## src/rtl/alu_pipe_if.sv

```systemverilog
// -----------------------------------------------------------------------------
// alu_pipe_if
// Handshake bundle between an operand-issue stage, the alu_pipe block and a
// result consumer.
//
//   in_valid  : operand beat valid (issuer -> ALU)
//   in_ready  : ALU can accept an operand beat (ALU -> issuer)
//   a, b      : operands, WIDTH bits
//   op        : 000 ADD, 001 SUB, 010 AND, 011 OR, 100 XOR, 101 SHL, 110 SHR, 111 MUL
//   out_valid : result register holds an unconsumed result
//   out_ready : consumer accepts the result
//   result    : registered result, WIDTH bits
//   flag_z/n/c/v : zero / negative / carry-borrow-overflow-out / signed overflow
//   busy      : iterative multiply in progress
//
// Modports: master = issuer/consumer side, slave = the ALU.
// -----------------------------------------------------------------------------
interface alu_pipe_if #(
    parameter int WIDTH = 8
) ();
    logic             in_valid;
    logic             in_ready;
    logic [WIDTH-1:0] a;
    logic [WIDTH-1:0] b;
    logic [2:0]       op;
    logic             out_valid;
    logic             out_ready;
    logic [WIDTH-1:0] result;
    logic             flag_z;
    logic             flag_n;
    logic             flag_c;
    logic             flag_v;
    logic             busy;

    modport master (
        output in_valid, a, b, op, out_ready,
        input  in_ready, out_valid, result, flag_z, flag_n, flag_c, flag_v, busy
    );

    modport slave (
        input  in_valid, a, b, op, out_ready,
        output in_ready, out_valid, result, flag_z, flag_n, flag_c, flag_v, busy
    );
endinterface

```

## src/rtl/alu_pipe.sv

```systemverilog
// -----------------------------------------------------------------------------
// alu_pipe
// Registered ALU with valid/ready handshakes on both sides. Single-cycle ADD,
// SUB, AND, OR, XOR, SHL, SHR and a WIDTH-cycle iterative unsigned multiply.
// Every result carries zero/negative/carry/overflow flags and is held in a
// one-entry output register until the consumer accepts it.
//
// Ports:
//   clk   : clock, rising edge
//   rst_n : asynchronous active-low reset
//   bus   : alu_pipe_if.slave (operand handshake, result handshake, busy)
// -----------------------------------------------------------------------------
module alu_pipe #(
    parameter int WIDTH = 8
) (
    input  logic      clk,
    input  logic      rst_n,
    alu_pipe_if.slave bus
);
    localparam int SHW = $clog2(WIDTH);

    localparam logic [2:0] OP_ADD = 3'b000;
    localparam logic [2:0] OP_SUB = 3'b001;
    localparam logic [2:0] OP_AND = 3'b010;
    localparam logic [2:0] OP_OR  = 3'b011;
    localparam logic [2:0] OP_XOR = 3'b100;
    localparam logic [2:0] OP_SHL = 3'b101;
    localparam logic [2:0] OP_SHR = 3'b110;
    localparam logic [2:0] OP_MUL = 3'b111;

    localparam logic [SHW:0] CNT_INIT = (SHW + 1)'(WIDTH);
    localparam logic [SHW:0] CNT_LAST = (SHW + 1)'(1);

    typedef enum logic {
        IDLE = 1'b0,
        MUL  = 1'b1
    } state_t;

    typedef struct packed {
        logic [WIDTH-1:0] res;
        logic             c;
        logic             v;
    } alu_res_t;

    // Single-cycle operations. MUL is handled by the iterative datapath, so
    // its entry here only returns zeros.
    function automatic alu_res_t alu_comb(
        input logic [WIDTH-1:0] a,
        input logic [WIDTH-1:0] b,
        input logic [2:0]       op
    );
        alu_res_t                r;
        logic [WIDTH:0]          ext;
        logic signed [WIDTH-1:0] sa;
        logic signed [WIDTH-1:0] sb;
        logic signed [WIDTH-1:0] sr;
        r   = '0;
        ext = '0;
        sa  = signed'(a);
        sb  = signed'(b);
        sr  = '0;
        case (op)
            OP_ADD: begin
                ext   = {1'b0, a} + {1'b0, b};
                r.res = ext[WIDTH-1:0];
                r.c   = ext[WIDTH];
                sr    = signed'(r.res);
                r.v   = ((sa < 0) == (sb < 0)) && ((sr < 0) != (sa < 0));
            end
            OP_SUB: begin
                ext   = {1'b0, a} - {1'b0, b};
                r.res = ext[WIDTH-1:0];
                // The extra bit of the extended difference is the borrow.
                r.c   = ext[WIDTH];
                sr    = signed'(r.res);
                r.v   = ((sa < 0) != (sb < 0)) && ((sr < 0) != (sa < 0));
            end
            OP_AND:  r.res = a & b;
            OP_OR:   r.res = a | b;
            OP_XOR:  r.res = a ^ b;
            // Only the low SHW bits of b are a shift amount.
            OP_SHL:  r.res = a << b[SHW-1:0];
            OP_SHR:  r.res = a >> b[SHW-1:0];
            default: r     = '0;
        endcase
        return r;
    endfunction

    // One shift-add step: add the (pre-shifted) multiplicand when the
    // current multiplier LSB is set.
    function automatic logic [2*WIDTH-1:0] mul_step(
        input logic [2*WIDTH-1:0] acc,
        input logic [2*WIDTH-1:0] mcand,
        input logic               mbit
    );
        return mbit ? (acc + mcand) : acc;
    endfunction

    state_t             state_q,     state_d;
    logic               out_valid_q, out_valid_d;
    logic [WIDTH-1:0]   result_q,    result_d;
    logic               z_q,         z_d;
    logic               n_q,         n_d;
    logic               c_q,         c_d;
    logic               v_q,         v_d;
    logic [SHW:0]       cnt_q,       cnt_d;
    logic [2*WIDTH-1:0] acc_q,       acc_d;
    logic [2*WIDTH-1:0] mcand_q,     mcand_d;
    logic [WIDTH-1:0]   mplier_q,    mplier_d;

    logic               in_ready;
    logic               accept;
    alu_res_t           alu_r;
    logic [2*WIDTH-1:0] acc_step;

    // A new beat may enter only when idle and the output slot is empty or
    // being drained on this same edge.
    assign in_ready = (state_q == IDLE) && (!out_valid_q || bus.out_ready);
    assign accept   = bus.in_valid && in_ready;

    always_comb begin
        state_d     = state_q;
        out_valid_d = out_valid_q;
        result_d    = result_q;
        z_d         = z_q;
        n_d         = n_q;
        c_d         = c_q;
        v_d         = v_q;
        cnt_d       = cnt_q;
        acc_d       = acc_q;
        mcand_d     = mcand_q;
        mplier_d    = mplier_q;
        alu_r       = alu_comb(bus.a, bus.b, bus.op);
        acc_step    = mul_step(acc_q, mcand_q, mplier_q[0]);

        // A drain empties the slot unless a load below refills it.
        if (out_valid_q && bus.out_ready) begin
            out_valid_d = 1'b0;
        end

        case (state_q)
            IDLE: begin
                if (accept) begin
                    if (bus.op == OP_MUL) begin
                        mcand_d  = {{WIDTH{1'b0}}, bus.a};
                        mplier_d = bus.b;
                        acc_d    = '0;
                        cnt_d    = CNT_INIT;
                        state_d  = MUL;
                    end else begin
                        out_valid_d = 1'b1;
                        result_d    = alu_r.res;
                        z_d         = ~|alu_r.res;
                        n_d         = alu_r.res[WIDTH-1];
                        c_d         = alu_r.c;
                        v_d         = alu_r.v;
                    end
                end
            end
            MUL: begin
                acc_d    = acc_step;
                mcand_d  = mcand_q << 1;
                mplier_d = mplier_q >> 1;
                cnt_d    = cnt_q - CNT_LAST;
                // Last step: the output slot is known empty here, so the
                // product goes straight into it.
                if (cnt_q == CNT_LAST) begin
                    state_d     = IDLE;
                    out_valid_d = 1'b1;
                    result_d    = acc_step[WIDTH-1:0];
                    z_d         = ~|acc_step[WIDTH-1:0];
                    n_d         = acc_step[WIDTH-1];
                    c_d         = |acc_step[2*WIDTH-1:WIDTH];
                    v_d         = 1'b0;
                end
            end
            default: state_d = IDLE;
        endcase
    end

    always_ff @(posedge clk or negedge rst_n) begin
        if (!rst_n) begin
            state_q     <= IDLE;
            out_valid_q <= 1'b0;
            result_q    <= '0;
            z_q         <= 1'b0;
            n_q         <= 1'b0;
            c_q         <= 1'b0;
            v_q         <= 1'b0;
            cnt_q       <= '0;
            acc_q       <= '0;
            mcand_q     <= '0;
            mplier_q    <= '0;
        end else begin
            state_q     <= state_d;
            out_valid_q <= out_valid_d;
            result_q    <= result_d;
            z_q         <= z_d;
            n_q         <= n_d;
            c_q         <= c_d;
            v_q         <= v_d;
            cnt_q       <= cnt_d;
            acc_q       <= acc_d;
            mcand_q     <= mcand_d;
            mplier_q    <= mplier_d;
        end
    end

    assign bus.in_ready  = in_ready;
    assign bus.out_valid = out_valid_q;
    assign bus.result    = result_q;
    assign bus.flag_z    = z_q;
    assign bus.flag_n    = n_q;
    assign bus.flag_c    = c_q;
    assign bus.flag_v    = v_q;
    assign bus.busy      = (state_q == MUL);
endmodule
```

## src/flat_wrapper.sv

```systemverilog
// flat-port wrapper written by rule: the top's interface ports become plain ports
module alu_pipe_flat 
#(
    parameter int WIDTH = 8
)
  (clk, rst_n, bus_in_valid, bus_a, bus_b, bus_op, bus_out_ready, bus_in_ready, bus_out_valid, bus_result, bus_flag_z, bus_flag_n, bus_flag_c, bus_flag_v, bus_busy);
  alu_pipe_if #(.WIDTH(WIDTH)) bus_i ();
  input  logic clk;
  input  logic rst_n;
  input wire logic [$bits(bus_i.in_valid)-1:0] bus_in_valid;
  input wire logic [$bits(bus_i.a)-1:0] bus_a;
  input wire logic [$bits(bus_i.b)-1:0] bus_b;
  input wire logic [$bits(bus_i.op)-1:0] bus_op;
  input wire logic [$bits(bus_i.out_ready)-1:0] bus_out_ready;
  output wire logic [$bits(bus_i.in_ready)-1:0] bus_in_ready;
  output wire logic [$bits(bus_i.out_valid)-1:0] bus_out_valid;
  output wire logic [$bits(bus_i.result)-1:0] bus_result;
  output wire logic [$bits(bus_i.flag_z)-1:0] bus_flag_z;
  output wire logic [$bits(bus_i.flag_n)-1:0] bus_flag_n;
  output wire logic [$bits(bus_i.flag_c)-1:0] bus_flag_c;
  output wire logic [$bits(bus_i.flag_v)-1:0] bus_flag_v;
  output wire logic [$bits(bus_i.busy)-1:0] bus_busy;
  assign bus_i.in_valid = bus_in_valid;
  assign bus_i.a = bus_a;
  assign bus_i.b = bus_b;
  assign bus_i.op = bus_op;
  assign bus_i.out_ready = bus_out_ready;
  assign bus_in_ready = bus_i.in_ready;
  assign bus_out_valid = bus_i.out_valid;
  assign bus_result = bus_i.result;
  assign bus_flag_z = bus_i.flag_z;
  assign bus_flag_n = bus_i.flag_n;
  assign bus_flag_c = bus_i.flag_c;
  assign bus_flag_v = bus_i.flag_v;
  assign bus_busy = bus_i.busy;
  alu_pipe #(.WIDTH(WIDTH)) u_core (.clk(clk), .rst_n(rst_n), .bus(bus_i));
endmodule
```

## config.mk

```make
export PLATFORM = sky130hd
export DESIGN_NAME = alu_pipe_flat
export DESIGN_NICKNAME = d
export VERILOG_FILES = /design/src/rtl/alu_pipe_if.sv /design/src/rtl/alu_pipe.sv /design/src/flat_wrapper.sv
export SDC_FILE = /design/constraint.sdc
export NUM_CORES = 1
export LEC_CHECK = 0
export ABC_AREA = 0
export CAP_MARGIN = 30
export CORE_MARGIN = 3
export CORE_UTILIZATION = 54
export CTS_CLUSTER_DIAMETER = 30
export CTS_CLUSTER_SIZE = 12
export DETAILED_ROUTE_END_ITERATION = 8
export GPL_TIMING_DRIVEN = 0
export PLACE_DENSITY = 0.78
export SYNTH_ARGS = -nofsm -noshare
export SYNTH_HDL_FRONTEND = slang
export SYNTH_SLANG_ARGS = --single-unit
export TNS_END_PERCENT = 20
```

## constraint.sdc

```tcl
create_clock -name clk -period 2.5 [get_ports clk]
set_input_delay 0.5 -clock clk [delete_from_list [all_inputs] [get_ports clk]]
set_output_delay 0.5 -clock clk [all_outputs]
set_load 0.02 [all_outputs]
```

==> results of run 1 <==
power breakdown:
part	internal [µW]	switching, µW
Sequential	1280	334
Clock	488	406
Combinational	1240	1820
area by class of cell:
class                           count  area [µm²]
Buffer                             34         200
Clock buffer                       10         138
Clock inverter                      6        66.3
Fill cell                         682        2680
Inverter                           28         124
Multi-Input combinational cell    476        3530
Sequential cell                    57        1430
Tap cell                          108         135
Timing Repair Buffer               65         553
per-layer routing:
| metal | vias to the layer above | wire length [µm] | global-route usage (%) |
|---|---|---|---|
| met4 | 0 | 383 | 9.08 |
| met1 | 2439 | 6490 | 42.8 |
| met5 | - | 0 | 0 |
| met3 | 45 | 1640 | 7.03 |
| li1 | 2295 | - | - |
| met2 | 300 | 6860 | 45.4 |
worst max-delay path: cells and delay by family (launching register included):
kind	cells	cell delay (ns)
fa+ha+maj	1	0.39
compound gates	5	1.08
buf+inv	1	0.15
flops	1	0.45
mux	1	0.19
simple gates	2	0.38
Yosys cell counts (all sizes together), types with 3 or more instances:
master and count:
a211o 3, a211oi 4, a21o 13, a21oi 52, a22oi 5, a31oi 6, and3 5, buf 16
clkbuf 23, dfrtp 57, fa 3, ha 42, inv 27, mux2i 20, mux4 9, nand2 85
nand2b 5, nand3 12, nand3b 3, nand4 5, nor2 53, nor2b 6, nor3 6, nor4 4
o211ai 5, o21a 4, o21ai 55, o21bai 3, o22ai 5, or3 4, xnor2 15, xor2 7
flip-flops by register name, summed over array words and instances, names as in the netlist:
register              count
u_core.acc_q             16
u_core.bus.busy           1
u_core.bus.flag_c         1
u_core.bus.flag_v         1
u_core.bus.flag_z         1
u_core.bus.out_valid      1
u_core.bus.result         8
u_core.cnt_q              4
u_core.mcand_q           16
u_core.mplier_q           8
per-stage QoR:
stage,setup slack (ns),hold WS (ns),instance area (µm²)
final,-0.263,0.0942,6170
after global routing,-0.348,0.132,6170
after CTS,-0.242,0.109,5970
after detailed placement,-1.00,0.470,5560
after global placement,-0.947,0.461,5550
after floorplan,-0.0179,0.204,5040
path summary, 6_finish.rpt:
kind | startpoint | slack, ns | end | cells past startpoint
max in group asynchronous | rst_n | 1.83 | u_core.mcand_q[0]$_DFFE_PN0P_ | 2
worst min register to register | u_core.bus.result[4]$_DFFE_PN0P_ | 0.48 | u_core.bus.result[4]$_DFFE_PN0P_ | 2
worst max-delay path | u_core.mcand_q[1]$_DFFE_PN0P_ | -0.26 | u_core.bus.flag_c$_DFFE_PN0P_ | 10
worst min-delay path | rst_n | 0.09 | u_core.bus.result[7]$_DFFE_PN0P_ | 1
min in group clk | bus_a[0] | 0.48 | u_core.mcand_q[0]$_DFFE_PN0P_ | 3
worst max register to register | u_core.mcand_q[1]$_DFFE_PN0P_ | -0.26 | u_core.bus.flag_c$_DFFE_PN0P_ | 10
logic make-up (layout without fill, tap and decap cells):
group | after synthesis | in the layout
flip-flops | 57 | 57
XOR/XNOR | 22 | 22
AO/OA/AOI/OAI | 184 | 184
buffers and inverters | 67 | 143
adder cells (fa/ha/maj) | 45 | 45
AND/OR/NAND/NOR | 194 | 194
multiplexers | 31 | 31
timing repair:
action,in CTS,in global routing
gates resized for setup,81,53
endpoints found under the setup margin,16,24
setup buffers,17,10
pin swaps,16,14
==> results_dict.tcl, run 1 <==
set metrics [dict create \
    ir_drop_mv 0.449 \
    worst_pin_slew_ns 0.669 \
    grt_pass1_vias 4720 \
    nets 739 \
    worstPathArrival_ns 2.99 \
    core-area_mm2 0.00885 \
    slew_viol_final 0 \
    critPathRequiredTime_ns 2.73 \
    ys_seq_elements 57 \
    worst-setup-path-type "flip-flop to flip-flop" \
    hpwl_um 11100 \
    grt_first_pass_wirelength_um 24200 \
    final_util_pct 69.8 \
    final_cell_mix "82 x nand2_1, 54 x dfrtp_1, 50 x nor2_1" \
    netlist_instances 600 \
    grt_antenna_before_repair 0 \
    yosysTopAreaCell "dfrtp_1" \
    die_h_um 102 \
    worstSkewPairLatency_ns 0.35 \
    syn_to_final_growth_pct 24.2 \
    die_x_um 102 \
    final.setup.tns_ns -0.685 \
    ioPinCount 38 \
    setup_viol 5 \
    synth_area_leaders "dfrtp_1 29%, ha_1 11%, nand2_1 6.4%" \
    synth_mux_area_share_pct 8.56 \
    clock_skew_ns 0.00823 \
    seq_area_frac_synth_pct 28.7 \
    fmax_mhz 362 \
    numCtsBuffers 9 \
    status "finished, violations left" \
    hold_path_class "input pin to async pin" \
    setup_ws_ns -0.263 \
    path_cells "buf_4 -> fa_2 -> a21o_1 -> a22o_1 -> o41ai_4 -> o21a_1 -> mux2_4 -> nand2_2 -> nor4_4 -> a31oi_1" \
    synth_simple_gate_area_share_pct 17.3 \
    cts_root_buf "clkbuf_8" \
    fin_crit_ns 2.76 \
    path_max_fanout 4 \
    h-tree-depth 3 \
    wl_per_cell_um 19.6 \
    synth_top_family_by_area "compound AO/OA/AOI/OAI gates" \
    synth.distinct_cells 69 \
    yosys_warnings 0 \
    start_util_pct 56.2 \
    crit_slowest_cell "dfrtp_2" \
    synthXorXnorAreaFrac_pct 3.88 \
    power.total_uw 5560 \
    fp-row-count 34 \
    max_stage_delay_ns 0.45 \
    ys.flop_type "dfrtp_1" \
    drc 0 \
    cap_violations 0 \
    routabilityCongestion 0.996 \
    synth_fa_ha_area_share_pct 11.8 \
    cts.sinks 57 \
    synth_top_area_share_pct 28.7 \
    p_leak_uw 0.00278 \
    grt_use_total_pct 29.9 \
    hold_viol 0 \
    clk_pin_slew_ns 0.07 \
    drive_gt1_share_pct 21.0 \
    port_buffers 37 \
    diodes 0 \
    synth_edf_count 0 \
    synth.avg_cell_area_um2 8.29 \
    violations "setup timing" \
    firstDrtPassIters 5 \
    drtAntennaViolNets 0 \
    stdcell_count 784 \
    grt_max_degree 39 \
    synth_fp_nets 668 \
    overflow 0 \
    crit_path_end_kind "flip-flop" \
    clk_path_buf_depth 2 \
    startpoint_type "flip-flop" \
    first_iter_violations 505 \
    period_share_pct 111 \
    die-area_mm2 0.0104 \
    syn-cell-area_mm2 0.00497 \
    synth-compound-area-share_pct 24.0 \
    tritoncts "yes" \
    vias 5079 \
    vias_per_cell 6.48 \
    dpl.cell_count 746 \
    async_flop_share_pct 100 \
    wirelength_um 15400 \
    relSlewSlack_pct 55.4 \
    layout_commonest_cell "nand2_1" \
    cts_hold_buf 0 \
    rsz0062_at_grt "yes" \
    p_per_area_mw_per_mm2 901 \
]
Note: power is estimated with default switching activity, not from simulation.
==> run 2: changes to the inputs <==
--- a/config.mk
+++ b/config.mk
@@ -17,4 +17,3 @@
 export SYNTH_ARGS = -nofsm -noshare
 export SYNTH_HDL_FRONTEND = slang
 export SYNTH_SLANG_ARGS = --single-unit
-export TNS_END_PERCENT = 20
==> constraint.sdc (replaced) <==
create_clock -name clk -period 2.5 [get_ports clk]
set_input_delay 0.5 -clock clk [delete_from_list [all_inputs] [get_ports clk]]
set_output_delay 0.5 -clock clk [all_outputs]
set_load 0.05 [all_outputs]
==> run 2 against run 1 <==
  * The flow still finishes with violations (setup timing)
  * Sequential cell count unchanged
  * Sequential share of layout area decreased by 0.25 points
  * Clock skew grew 0.00084 ns
  * Largest cell class unchanged
  * Combinational power grew 11%
  * Critical path depth is the same
  * Die area unchanged
  * First-iteration DRC count increased by 4.6%
  * Clock power about the same
  * Core utilization increased by 0.95 points
  * Non-clock buffer count rose by 2
==> results_dict.tcl, run 2 (synthesized netlist as in run 1, its figures left out) <==
set metrics [dict create \
    p_leak_uw 0.00277 \
    fp-row-count 34 \
    diodes 0 \
    vias_per_cell 6.46 \
    power.total_uw 5930 \
    path_delay_family "compound AO/OA/AOI/OAI gates" \
    seq_power_share_pct 27.4 \
    path_cells "ha_4 -> fa_2 -> a21o_1 -> a22o_1 -> o41ai_4 -> o21a_1 -> mux2_4 -> nand2_4 -> nor4_4 -> a31oi_1" \
    rsz0062_at_grt "yes" \
    max_stage_delay_ns 0.45 \
    critPathRequiredTime_ns 2.73 \
    crit_slowest_cell "dfrtp_2" \
    r2r-start "u_core.mcand_q[0]$_DFFE_PN0P_" \
    hpwl_um 11100 \
    drtAntennaViolNets 0 \
    nets 741 \
    relSlewSlack_pct 50.5 \
    syn_to_final_growth_pct 25.8 \
    intPower_uw 3090 \
    h-tree-depth 3 \
    fillCellCount 662 \
    start_util_pct 56.2 \
    p_comb_share_pct 57.5 \
    timing.rr.end "u_core.bus.flag_c$_DFFE_PN0P_" \
    fmax_mhz 367 \
    startpoint_type "flip-flop" \
    firstDrtPassIters 6 \
    ioPinCount 38 \
    worst_pin_slew_ns 0.743 \
    wl_per_cell_um 19.7 \
    ir_drop_mv 0.497 \
    setup_viol 5 \
    worst-setup-path-type "flip-flop to flip-flop" \
    cap_violations 0 \
    worstSkewPairLatency_ns 0.35 \
    grt_first_pass_wirelength_um 24300 \
    grt_antenna_before_repair 0 \
    crit_buf_inv 0 \
    drive_gt1_share_pct 22.6 \
    slew_viol_final 0 \
    place_area_mm2 0.00556 \
    path_max_fanout 3 \
    violations "setup timing" \
    crit_path_end_kind "flip-flop" \
    overflow 0 \
    ff2ff_setup_slack_ns -0.23 \
    cts.sinks 57 \
    holdWs_ns 0.0899 \
    final_cell_mix "82 x nand2_1, 51 x dfrtp_1, 50 x nor2_1" \
    clk_path_buf_depth 2 \
    numCtsBuffers 9 \
    core-area_mm2 0.00885 \
    grt_max_degree 39 \
    drc 0 \
    routabilityCongestion 0.996 \
    p_per_area_mw_per_mm2 947 \
    fin_crit_ns 2.73 \
    die_h_um 102 \
    grt_use_total_pct 30.0 \
    setup_ws_ns -0.227 \
    sw_frac_of_total_pct 47.9 \
    r2r_cells 10 \
    grt_pass1_vias 4768 \
    tritoncts "yes" \
    first_iter_violations 528 \
    clock_skew_ns 0.00907 \
    worstPathArrival_ns 2.96 \
    port_buffers 37 \
    die_x_um 102 \
    vias 5080 \
    die-area_mm2 0.0104 \
    top_regs "u_core.acc_q x16, u_core.mcand_q x16" \
    status "finished, violations left" \
    clk_pin_slew_ns 0.08 \
    cts_root_buf "clkbuf_8" \
    clockPowerShare_pct 15.1 \
    final_util_pct 70.7 \
    wirelength_um 15500 \
    period_share_pct 109 \
    hold_path_class "input pin to async pin" \
    p_switching_uw 2840 \
    layout_commonest_cell "nand2_1" \
    hold_viol 0 \
    final_area_mm2 0.00626 \
]
-- run 2: power by group through the flow --
stage	registers, µW	clock network (µW)	logic (µW)
after floorplan	1810	0	1860
after global placement	1590	0	2890
after detailed placement	1600	0	2990
after CTS	1590	893	3140
after global routing	1660	940	3690
final	1620	894	3410
-- run 2: how the worst max path moves through the flow --
stage | startpoint | end | slack, ns | depth (start not counted)
detailed placement | bus_a[3] | u_core.bus.flag_z$_DFFE_PN0P_ | -1.00 | 12
global route | u_core.mcand_q[0]$_DFFE_PN0P_ | u_core.bus.flag_c$_DFFE_PN0P_ | -0.34 | 10
global placement | bus_a[3] | u_core.bus.flag_z$_DFFE_PN0P_ | -0.95 | 12
CTS | u_core.mcand_q[0]$_DFFE_PN0P_ | u_core.bus.flag_c$_DFFE_PN0P_ | -0.19 | 10
floorplan | bus_b[2] | u_core.bus.flag_z$_DFFE_PN0P_ | -0.02 | 12
finish | u_core.mcand_q[0]$_DFFE_PN0P_ | u_core.bus.flag_c$_DFFE_PN0P_ | -0.23 | 10
-- run 2: timing repair --
action | CTS | global route
hold buffers | 0 | 0
pin swaps | 22 | 17
resized for setup | 88 | 59
setup buffers | 22 | 9
endpoints found under the setup margin | 16 | 24
-- run 2: per-stage QoR --
step / setup TNS, ns / setup slack (ns) / cells
floorplan: -0.0179 / -0.0179 / 600
global placement: -59.81 / -0.947 / 745
detailed placement: -16.97 / -1.00 / 746
CTS: -0.405 / -0.191 / 780
global route: -1.20 / -0.336 / 786
finish: -0.485 / -0.227 / 786
-- run 2: layer usage --
metal / vias to the layer above / track usage [%] / routed length, µm / part of all wire [%]
met5: - / 0 / 0 / 0
met4: 0 / 9.08 / 488 / 3.1
met3: 58 / 7.10 / 1600 / 10
met2: 294 / 45.7 / 6890 / 44
met1: 2427 / 42.7 / 6540 / 42
li1: 2301 / - / - / -
-- run 2: area by class of cell --
cell class / instances / area, µm² / share of cell area, %
inverters: 28 / 123 / 1.96
multi-input cells: 476 / 3570 / 57.1
clock buffers: 10 / 138 / 2.20
plain buffers: 32 / 193 / 3.08
flip-flops and latches: 57 / 1430 / 22.9
repair buffers: 69 / 596 / 9.52
well taps: 108 / 135 / 2.16
clock inverters: 6 / 66.3 / 1.06
==> run 3: changes to the inputs <==
--- a/config.mk
+++ b/config.mk
@@ -12,8 +12,10 @@
 export CTS_CLUSTER_DIAMETER = 30
 export CTS_CLUSTER_SIZE = 12
 export DETAILED_ROUTE_END_ITERATION = 8
+export GPL_ROUTABILITY_DRIVEN = 0
 export GPL_TIMING_DRIVEN = 0
 export PLACE_DENSITY = 0.78
+export SLEW_MARGIN = 20
 export SYNTH_ARGS = -nofsm -noshare
 export SYNTH_HDL_FRONTEND = slang
 export SYNTH_SLANG_ARGS = --single-unit
==> run 3 against run 2 <==
  * The run still ends with setup timing left
  * Clock power rose by 3.2%
  * Worst hold slack gained 0.10 ns
  * Final area fell by 1.1%
  * Global-route usage decreased by 0.63 points
  * Register-to-register slack worse by 0.02 ns
  * Maximum frequency is 0.59% lower
  * Count of clock-buffer cells in the layout unchanged
  * Combinational power is essentially flat
  * Core utilization shrank 0.76 points
  * Critical endpoint is now u_core.bus.flag_z$_DFFE_PN0P_
==> results_dict.tcl, run 3 (synthesized netlist as in run 1, its figures left out) <==
set metrics [dict create \
    status "finished, violations left" \
    violations "setup timing" \
    die-area_mm2 0.0104 \
    syn_to_final_growth_pct 24.5 \
    fin_crit_ns 2.74 \
    path_max_fanout 3 \
    wl_per_cell_um 20.3 \
    seq_power_share_pct 27.4 \
    setup_viol 8 \
    dpl.cell_count 745 \
    die_h_um 102 \
    period_share_pct 110 \
    worst_pin_slew_ns 0.708 \
    clk_pin_slew_ns 0.08 \
    overflow 0 \
    tritoncts "yes" \
    startpoint_type "flip-flop" \
    hold_viol 0 \
    diodes 0 \
    worstPathArrival_ns 3.03 \
    worstSetupStartpoint "u_core.mcand_q[0]$_DFFE_PN0P_" \
    sw_frac_of_total_pct 48.8 \
    nets 739 \
    hpwl_um 10900 \
    power.total_uw 5930 \
    cts_hold_buf 0 \
    grt_first_pass_wirelength_um 23600 \
    dp_slack_ns -0.967 \
    critPathRequiredTime_ns 2.78 \
    cts.sinks 57 \
    die_x_um 102 \
    drtAntennaViolNets 0 \
    core-area_mm2 0.00885 \
    cts_root_buf "clkbuf_8" \
    fmax_mhz 364 \
    fp-row-count 34 \
    cap_violations 0 \
    vias_per_cell 6.60 \
    relSlewSlack_pct 52.8 \
    rsz0062_at_grt "yes" \
    grt_pass1_vias 4677 \
    first_iter_violations 651 \
    ff2ff_setup_slack_ns -0.24 \
    layout_commonest_cell "nand2_1" \
    p_switching_uw 2890 \
    crit_path_end_kind "flip-flop" \
    setup_ws_ns -0.244 \
    p_per_area_mw_per_mm2 958 \
    worst-setup-path-type "flip-flop to flip-flop" \
    ir_drop_mv 0.425 \
    p_comb_share_pct 57.0 \
    stdcell_count 784 \
    top_regs "u_core.acc_q x16, u_core.mcand_q x16" \
    p_leak_uw 0.00280 \
    vias 5172 \
    start_util_pct 56.2 \
    clockPowerShare_pct 15.6 \
    r2r-start "u_core.mcand_q[0]$_DFFE_PN0P_" \
    clock_skew_ns 0.0140 \
    hold_path_class "input pin to async pin" \
    clk_path_buf_depth 2 \
    numCtsBuffers 9 \
    ioPinCount 38 \
    place_area_mm2 0.00554 \
    worstSkewPairLatency_ns 0.35 \
    port_buffers 37 \
    wirelength_um 15900 \
    drive_gt1_share_pct 20.6 \
    slew_viol_final 0 \
    final.setup.tns_ns -0.948 \
    firstDrtPassIters 6 \
    intPower_uw 3030 \
    final_area_mm2 0.00619 \
    final_cell_mix "84 x nand2_1, 54 x dfrtp_1, 51 x nor2_1" \
    drc 0 \
    grt_antenna_before_repair 0 \
    grt_max_degree 58 \
    grt_use_total_pct 29.4 \
    h-tree-depth 3 \
]
==> run 3: cell types whose count changed in the layout (fill, tap and decap cells not counted), sizes merged <==
cell	previous run	this run
dlymetal6s2s	2	3
dlygate4sd2	5	3
clkdlybuf4s18	0	1
clkdlybuf4s50	18	19
buf	51	47
clkdlybuf4s15	2	3
==> run 3: power groups by stage <==
stage          combinational (µW)  sequential [µW]  clock [µW]
2_1_floorplan                1860             1810           0
3_3_place_gp                 2900             1590           0
3_5_place_dp                 2980             1610           0
4_1_cts                      3120             1600         914
5_1_grt                      3640             1660         966
6_report                     3380             1620         923
==> run 3: worst max-delay path: stages, from the launching register on <==
cell	delay, ns
dfrtp_2	0.46
ha_4	0.18
fa_2	0.34
a21o_1	0.18
buf_4	0.13
buf_4	0.12
a21oi_1	0.21
xnor2_1	0.14
mux2i_2	0.26
nand2_1	0.08
nor4_1	0.18
and4_1	0.28
a221o_1	0.12
==> run 3: cell type report <==
type | count | area (µm²)
flip-flops and latches | 57 | 1430
clock inverters | 6 | 66.3
repair buffers | 64 | 559
clock buffers | 10 | 138
well taps | 108 | 135
inverters | 28 | 124
multi-input cells | 476 | 3530
plain buffers | 35 | 210
fillers | 684 | 2660
==> run 3: what timing repair did <==
item                       CTS  global route
resized for setup           84            44
buffers inserted            20             8
setup endpoints to repair   15            31
pin swaps                   16            13
==> run 3: routing by layer <==
metal  GRT usage (%)  vias up  routed length [µm]
li1                -     2295                   -
met1            41.8     2462                6550
met2            44.1      357                7080
met3            7.44       58                1860
met4            9.38        0                 454
met5               0        -                   0
==> run 3: through the flow <==
step / hold slack, ns / utilization (%)
after floorplan: 0.204 / -
after global placement: 0.463 / 62.7
after detailed placement: 0.470 / 62.7
after CTS: 0.232 / 67.7
after global routing: 0.256 / 69.9
final: 0.192 / 69.9
==> run 3: worst paths after layout <==
check,to,cells after the start
min in group clk,u_core.mcand_q[0]$_DFFE_PN0P_,3
max in group asynchronous,u_core.mcand_q[0]$_DFFE_PN0P_,1
max,u_core.bus.flag_z$_DFFE_PN0P_,12
max reg2reg,u_core.bus.flag_z$_DFFE_PN0P_,12
min,u_core.acc_q[7]$_DFFE_PN0P_,1
min reg2reg,u_core.bus.result[3]$_DFFE_PN0P_,2
